--- config.mk ---
export PLATFORM = sky130hd
export DESIGN_NAME = npc_btb
export DESIGN_NICKNAME = d
export VERILOG_FILES = /design/src/rtl/npc_btb.sv
export SDC_FILE = /design/constraint.sdc
export NUM_CORES = 2
export LEC_CHECK = 0
export ABC_AREA = 1
export ABC_CLOCK_PERIOD_IN_PS = 8109
export CAP_MARGIN = 10
export CORE_MARGIN = 2
export CORE_UTILIZATION = 65
export CTS_CLUSTER_SIZE = 20
export DETAILED_ROUTE_END_ITERATION = 16
export PLACE_DENSITY = 0.81
export RECOVER_POWER = 100
export REMOVE_ABC_BUFFERS = 1
export SLEW_MARGIN = 20
export SYNTH_ARGS = -nofsm -noshare
export SYNTH_HDL_FRONTEND = slang
export SYNTH_SLANG_ARGS = --single-unit
--- constraint.sdc ---
create_clock -name clk -period 8.11 [get_ports clk]
set_input_delay 0.811 -clock clk [delete_from_list [all_inputs] [get_ports clk]]
set_output_delay 0.811 -clock clk [all_outputs]
set_load 0.01 [all_outputs]
--- src/rtl/npc_btb.sv ---
// rtl/npc_btb.sv - fetch-stage PC register with direct-mapped BTB and 2-bit direction counters
module npc_btb #(
  parameter int          ENTRIES  = 16,
  parameter int          IDX_W    = $clog2(ENTRIES),
  parameter logic [31:0] RESET_PC = 32'h0000_3000
) (
  input  logic        clk,
  input  logic        reset,
  input  logic        stall,
  output logic [31:0] pc,
  output logic        pred_taken,
  output logic [31:0] pred_target,
  input  logic        redirect_valid,
  input  logic [31:0] redirect_pc,
  input  logic        upd_valid,
  input  logic [31:0] upd_pc,
  input  logic        upd_taken,
  input  logic        upd_is_jump,
  input  logic [31:0] upd_target
);

  localparam int TAG_W = 30 - IDX_W;

  logic [ENTRIES-1:0] valid;
  logic [TAG_W-1:0]   tag_mem [ENTRIES];
  logic [29:0]        tgt_mem [ENTRIES];
  logic [1:0]         ctr_mem [ENTRIES];

  logic [IDX_W-1:0] idx;
  logic [IDX_W-1:0] u_idx;
  logic             hit;
  logic             u_hit;
  logic             u_taken;
  logic [1:0]       u_ctr;
  logic [31:0]      pc_plus4;

  // Low address bits are architecturally zero for word-aligned fetch.
  logic unused_lsbs;
  assign unused_lsbs = ^{redirect_pc[1:0], upd_pc[1:0], upd_target[1:0]};

  assign idx         = pc[IDX_W+1:2];
  assign hit         = valid[idx] && (tag_mem[idx] == pc[31:IDX_W+2]);
  assign pred_taken  = hit && ctr_mem[idx][1];
  assign pc_plus4    = pc + 32'd4;
  assign pred_target = pred_taken ? {tgt_mem[idx], 2'b00} : pc_plus4;

  assign u_idx   = upd_pc[IDX_W+1:2];
  assign u_hit   = valid[u_idx] && (tag_mem[u_idx] == upd_pc[31:IDX_W+2]);
  assign u_taken = upd_taken || upd_is_jump;

  always_comb begin
    u_ctr = ctr_mem[u_idx];
    if (upd_is_jump)
      u_ctr = 2'd3;
    else if (upd_taken)
      u_ctr = (ctr_mem[u_idx] == 2'd3) ? 2'd3 : ctr_mem[u_idx] + 2'd1;
    else
      u_ctr = (ctr_mem[u_idx] == 2'd0) ? 2'd0 : ctr_mem[u_idx] - 2'd1;
  end

  always_ff @(posedge clk or negedge reset) begin
    if (!reset) begin
      pc <= RESET_PC;
    end else if (redirect_valid) begin
      pc <= {redirect_pc[31:2], 2'b00};
    end else if (!stall) begin
      pc <= pred_target;
    end
  end

  // Not-taken misses never allocate, so a resident taken entry survives aliasing.
  always_ff @(posedge clk or negedge reset) begin
    if (!reset) begin
      valid <= '0;
      for (int i = 0; i < ENTRIES; i++) begin
        tag_mem[i] <= '0;
        tgt_mem[i] <= '0;
        ctr_mem[i] <= 2'd0;
      end
    end else if (upd_valid) begin
      if (u_hit) begin
        ctr_mem[u_idx] <= u_ctr;
        if (u_taken)
          tgt_mem[u_idx] <= upd_target[31:2];
      end else if (u_taken) begin
        valid[u_idx]   <= 1'b1;
        tag_mem[u_idx] <= upd_pc[31:IDX_W+2];
        tgt_mem[u_idx] <= upd_target[31:2];
        ctr_mem[u_idx] <= upd_is_jump ? 2'd3 : 2'd2;
      end
    end
  end

endmodule

==> flow_metrics.env <==
export IMPL_numCtsBuffers=101
export IMPL_p_int_w=0.00994
export IMPL_multi_input_area_um2=22300
export IMPL_seqCellArea_um2=24400
export IMPL_clkSinkCount=976
export IMPL_fin_skew_ns=0.0291
export IMPL_end_kind="output pin"
export IMPL_crit_path_start="pc[4]$_DFFE_PN0P_"
export IMPL_drt_antenna_violating_nets=0
export IMPL_worst_endpoint_required_ns=7.30
export IMPL_cts_tree="yes"
export IMPL_sw_frac_of_total_pct=32.3
export IMPL_port_buffer_count=161
export IMPL_cp_arrival_ns=6.89
export IMPL_crit_family="simple AND/OR/NAND/NOR gates"
export IMPL_fillers=6200
export IMPL_layout_nets=6786
export IMPL_cts_root_buffer="clkbuf_16"
export IMPL_grt_max_degree=191
export IMPL_fin_hold_ws_ns=0.477
export IMPL_r2r_start="tag_mem[275]$_DFFE_PN0P_"
export IMPL_die_w_um=282
export IMPL_start_kind="register"
export IMPL_vias_per_cell=6.24
export IMPL_synth_cell_types=36
export IMPL_slowest_delay_ns=1.22
export IMPL_post_cts_setup_buffers=0
export IMPL_grt_ovfl_total=0
export IMPL_avgSynthCellArea_um2=7.32
export IMPL_grt_pass1_wl_mm=258
export IMPL_switching_power_w=0.00475
export IMPL_holdCritPathClass="reg -> reg"
export IMPL_cp_num_buf_inv=4
export IMPL_track_usage_pct=42.5
export IMPL_start_util_pct=65.8
export IMPL_ctsHoldBuffers=0
export IMPL_r2r_slack_ns=2.49
export IMPL_clk_path_buf_depth=3
export IMPL_fin_crit_ns=7.70
export IMPL_critPathSlowestCell="dfrtp_1"
export IMPL_dp_cells=7608
export IMPL_worstPathCellList="nand2_1, inv_2, nand2_1, nand2_1, inv_1, nand2_1, nand2_1, nand2_1, nand2_1, nor2_1, nand3_1, inv_1, nand2_1, nand2_1, and2_0, clkdlybuf4s50_1"
export IMPL_drc=0
export IMPL_path_clk_slew_ns=0.06
export IMPL_ctsResizeCount=0
export IMPL_cp_max_fo=28
export IMPL_vdd_drop_max_mv=0.215
export IMPL_power_leakage_nw=26.6
export IMPL_layoutNonFillerInstCount=7798
export IMPL_ff2ff_path_depth=17
export IMPL_yosys_warnings=0
export IMPL_cts_htree_levels=3
export IMPL_clkPwrFrac_pct=33.9
export IMPL_cpMostUsedCell="nand2_1"
export IMPL_slew_violations=1656
export IMPL_area_growth_pct=10.1
export IMPL_p_seq_share_pct=44.7
export IMPL_reg2reg_to="tag_mem[319]$_DFFE_PN0P_"
export IMPL_gp_congestion=1.05
export IMPL_violations="capacitance limit, slew limit"
export IMPL_grt_antenna_before_repair=5
export IMPL_num_antenna_cells=0
export IMPL_synthCells=6853
export IMPL_worst_skew_pair_late_latency_ns=0.69
export IMPL_final_common_cell="nand2_1"
export IMPL_die_area_um2=79400
export IMPL_ios=168
export IMPL_drive_gt1_share_pct=3.92
export IMPL_critPathKind="reg -> out"
export IMPL_die_h_um=282
export IMPL_p_per_area_nw_per_um2=266
export IMPL_setup_viol=0
export IMPL_status="finished, violations left"
export IMPL_dpl_hpwl_mm=96.1
export IMPL_synth_yosys_seq_area_share_pct=48.7
export IMPL_hp_start="tgt_mem[181]$_DFFE_PN0P_"
export IMPL_grt_pass1_vias=45300
export IMPL_dr_pass1_iters=8
export IMPL_tightest_slew_ns=5.89
export IMPL_rows=101
export IMPL_synth_area_um2=50100
export IMPL_drv_cap=28
export IMPL_slew_headroom_pct=-292
export IMPL_combPwrFrac_pct=21.4
export IMPL_hold_violations=0
export IMPL_drt_initial_drc_count=6695
export IMPL_core_um2=76200
export IMPL_drt_wl_total_mm=168
export IMPL_ys_ff_latch=976
export IMPL_rsz0062_at_grt="false"
export IMPL_layout_common_cells="2270 x nand2_1, 1469 x o21ai_0, 972 x dfrtp_1, 559 x nor2_1, 330 x inv_1"
export IMPL_cp_depth=16
export IMPL_max_freq_ghz=0.130
export IMPL_cp_endpoint="pred_target[22]"
export IMPL_wl_per_cell_um=21.5
export IMPL_post_route_period_util_pct=94.9
export IMPL_dr_total_vias=48600
[final cells by class]
class                           instances  area share [%]
Sequential cell                       976            44.3
Multi-Input combinational cell       5015            40.5
Clock buffer                          151            5.39
Timing Repair Buffer                  250            4.12
Tap cell                             1030            2.34
Inverter                              338            2.32
Clock inverter                         38            1.08
[through the flow]
stage | setup TNS, ns | utilization, % | cell area (um^2) | power [W] | setup WS, ns
finish | 0 | 72.4 | 55200 | 0.0147 | 0.411
global route | 0 | 72.4 | 55200 | 0.0154 | 0.346
CTS | 0 | 72.7 | 55400 | 0.0146 | 1.17
detailed placement | 0 | 68.0 | 51800 | 0.00965 | 1.94
global placement | 0 | 68.0 | 51800 | 0.00950 | 1.94
floorplan | -647.22 | - | 48000 | 0.00853 | -10.47
[layer usage]
layer / vias to the layer above / share of wire (%) / global-route usage, %
li1: 22000 / - / -
met1: 22800 / 37 / 56.3
met2: 3177 / 43 / 63.0
met3: 646 / 13 / 12.0
met4: 6 / 6.7 / 24.9
met5: - / 0.019 / 0
[cell families (layout without fill, tap and decap cells)]
family          after synthesis  after routing  synth area share (%)
fa+ha+maj                     2              2                0.0449
compound gates             1834           1834                  19.4
xor+xnor                     28             28                 0.489
simple gates               3151           3151                  24.6
flops                       976            976                  48.7
buf+inv                     862            777                  6.80
[flip-flops by register name (all words and copies together), names as in the netlist]
name     flops
tgt_mem    480
tag_mem    416
ctr_mem     32
pc          32
valid       16
[worst register-to-register path, stage by stage, from the launching register on]
cell,delay (ns)
dfrtp_1,0.39
nand2_1,0.07
o21ai_0,0.09
nand2_1,0.09
nand2_1,0.06
nand2_1,0.05
nand2_1,0.05
nor2_1,0.27
nor2_1,0.07
nor2_1,0.11
nand2_1,0.06
nor2_1,0.31
nand2_1,0.09
nor2_1,0.51
nand2_1,0.59
nand3_1,0.99
clkbuf_1,1.32
o21ai_0,0.28
[cell usage after synthesis]
master | n | area share [%]
nand2_1 | 2285 | 17
o21ai_0 | 1439 | 14
dfrtp_1 | 974 | 49
nor2_1 | 563 | 4.2
clkbuf_1 | 363 | 2.7
inv_1 | 333 | 2.5
nand3_1 | 231 | 2.3
buf_2 | 120 | 1.2
a21oi_1 | 97 | 0.97
o22ai_1 | 87 | 1.1
o211ai_1 | 56 | 0.84
o21ai_1 | 48 | 0.48
a22oi_1 | 39 | 0.58
buf_1 | 32 | 0.24
xor2_1 | 27 | 0.47
o221ai_1 | 19 | 0.33
a31oi_1 | 18 | 0.22
nor3_1 | 18 | 0.18
a221oi_1 | 17 | 0.30
and2_1 | 16 | 0.20
nand4_1 | 15 | 0.19
o21bai_1 | 13 | 0.19
nand3_2 | 9 | 0.18
nor4_1 | 9 | 0.11
buf_4 | 5 | 0.075
clkbuf_2 | 4 | 0.040
inv_2 | 3 | 0.022
nor2_2 | 3 | 0.037
clkinv_1 | 2 | 0.015
dfstp_2 | 2 | 0.10
ha_1 | 1 | 0.025
maj3_1 | 1 | 0.020
nand2_2 | 1 | 0.012
nor3_2 | 1 | 0.020
o21bai_4 | 1 | 0.037
xnor2_1 | 1 | 0.017
[power by group through the flow]
stage	clock [W]	sequential [W]	combinational [W]
2_1_floorplan	0	0.00648	0.00205
3_3_place_gp	0	0.00655	0.00295
3_5_place_dp	0	0.00659	0.00306
4_1_cts	0.00499	0.00652	0.00309
5_1_grt	0.00520	0.00667	0.00355
6_report	0.00498	0.00657	0.00314
[worst min path at each step]
stage,end,cells past startpoint
5_1_grt,tgt_mem[317]$_DFFE_PN0P_,2
3_5_place_dp,tgt_mem[207]$_DFFE_PN0P_,2
4_1_cts,tag_mem[107]$_DFFE_PN0P_,1
2_1_floorplan,valid[10]$_DFFE_PN0P_,2
6_report,tgt_mem[181]$_DFFE_PN0P_,2
3_3_place_gp,tgt_mem[177]$_DFFE_PN0P_,2
No activity file was read; power rests on OpenSTA's default activity.
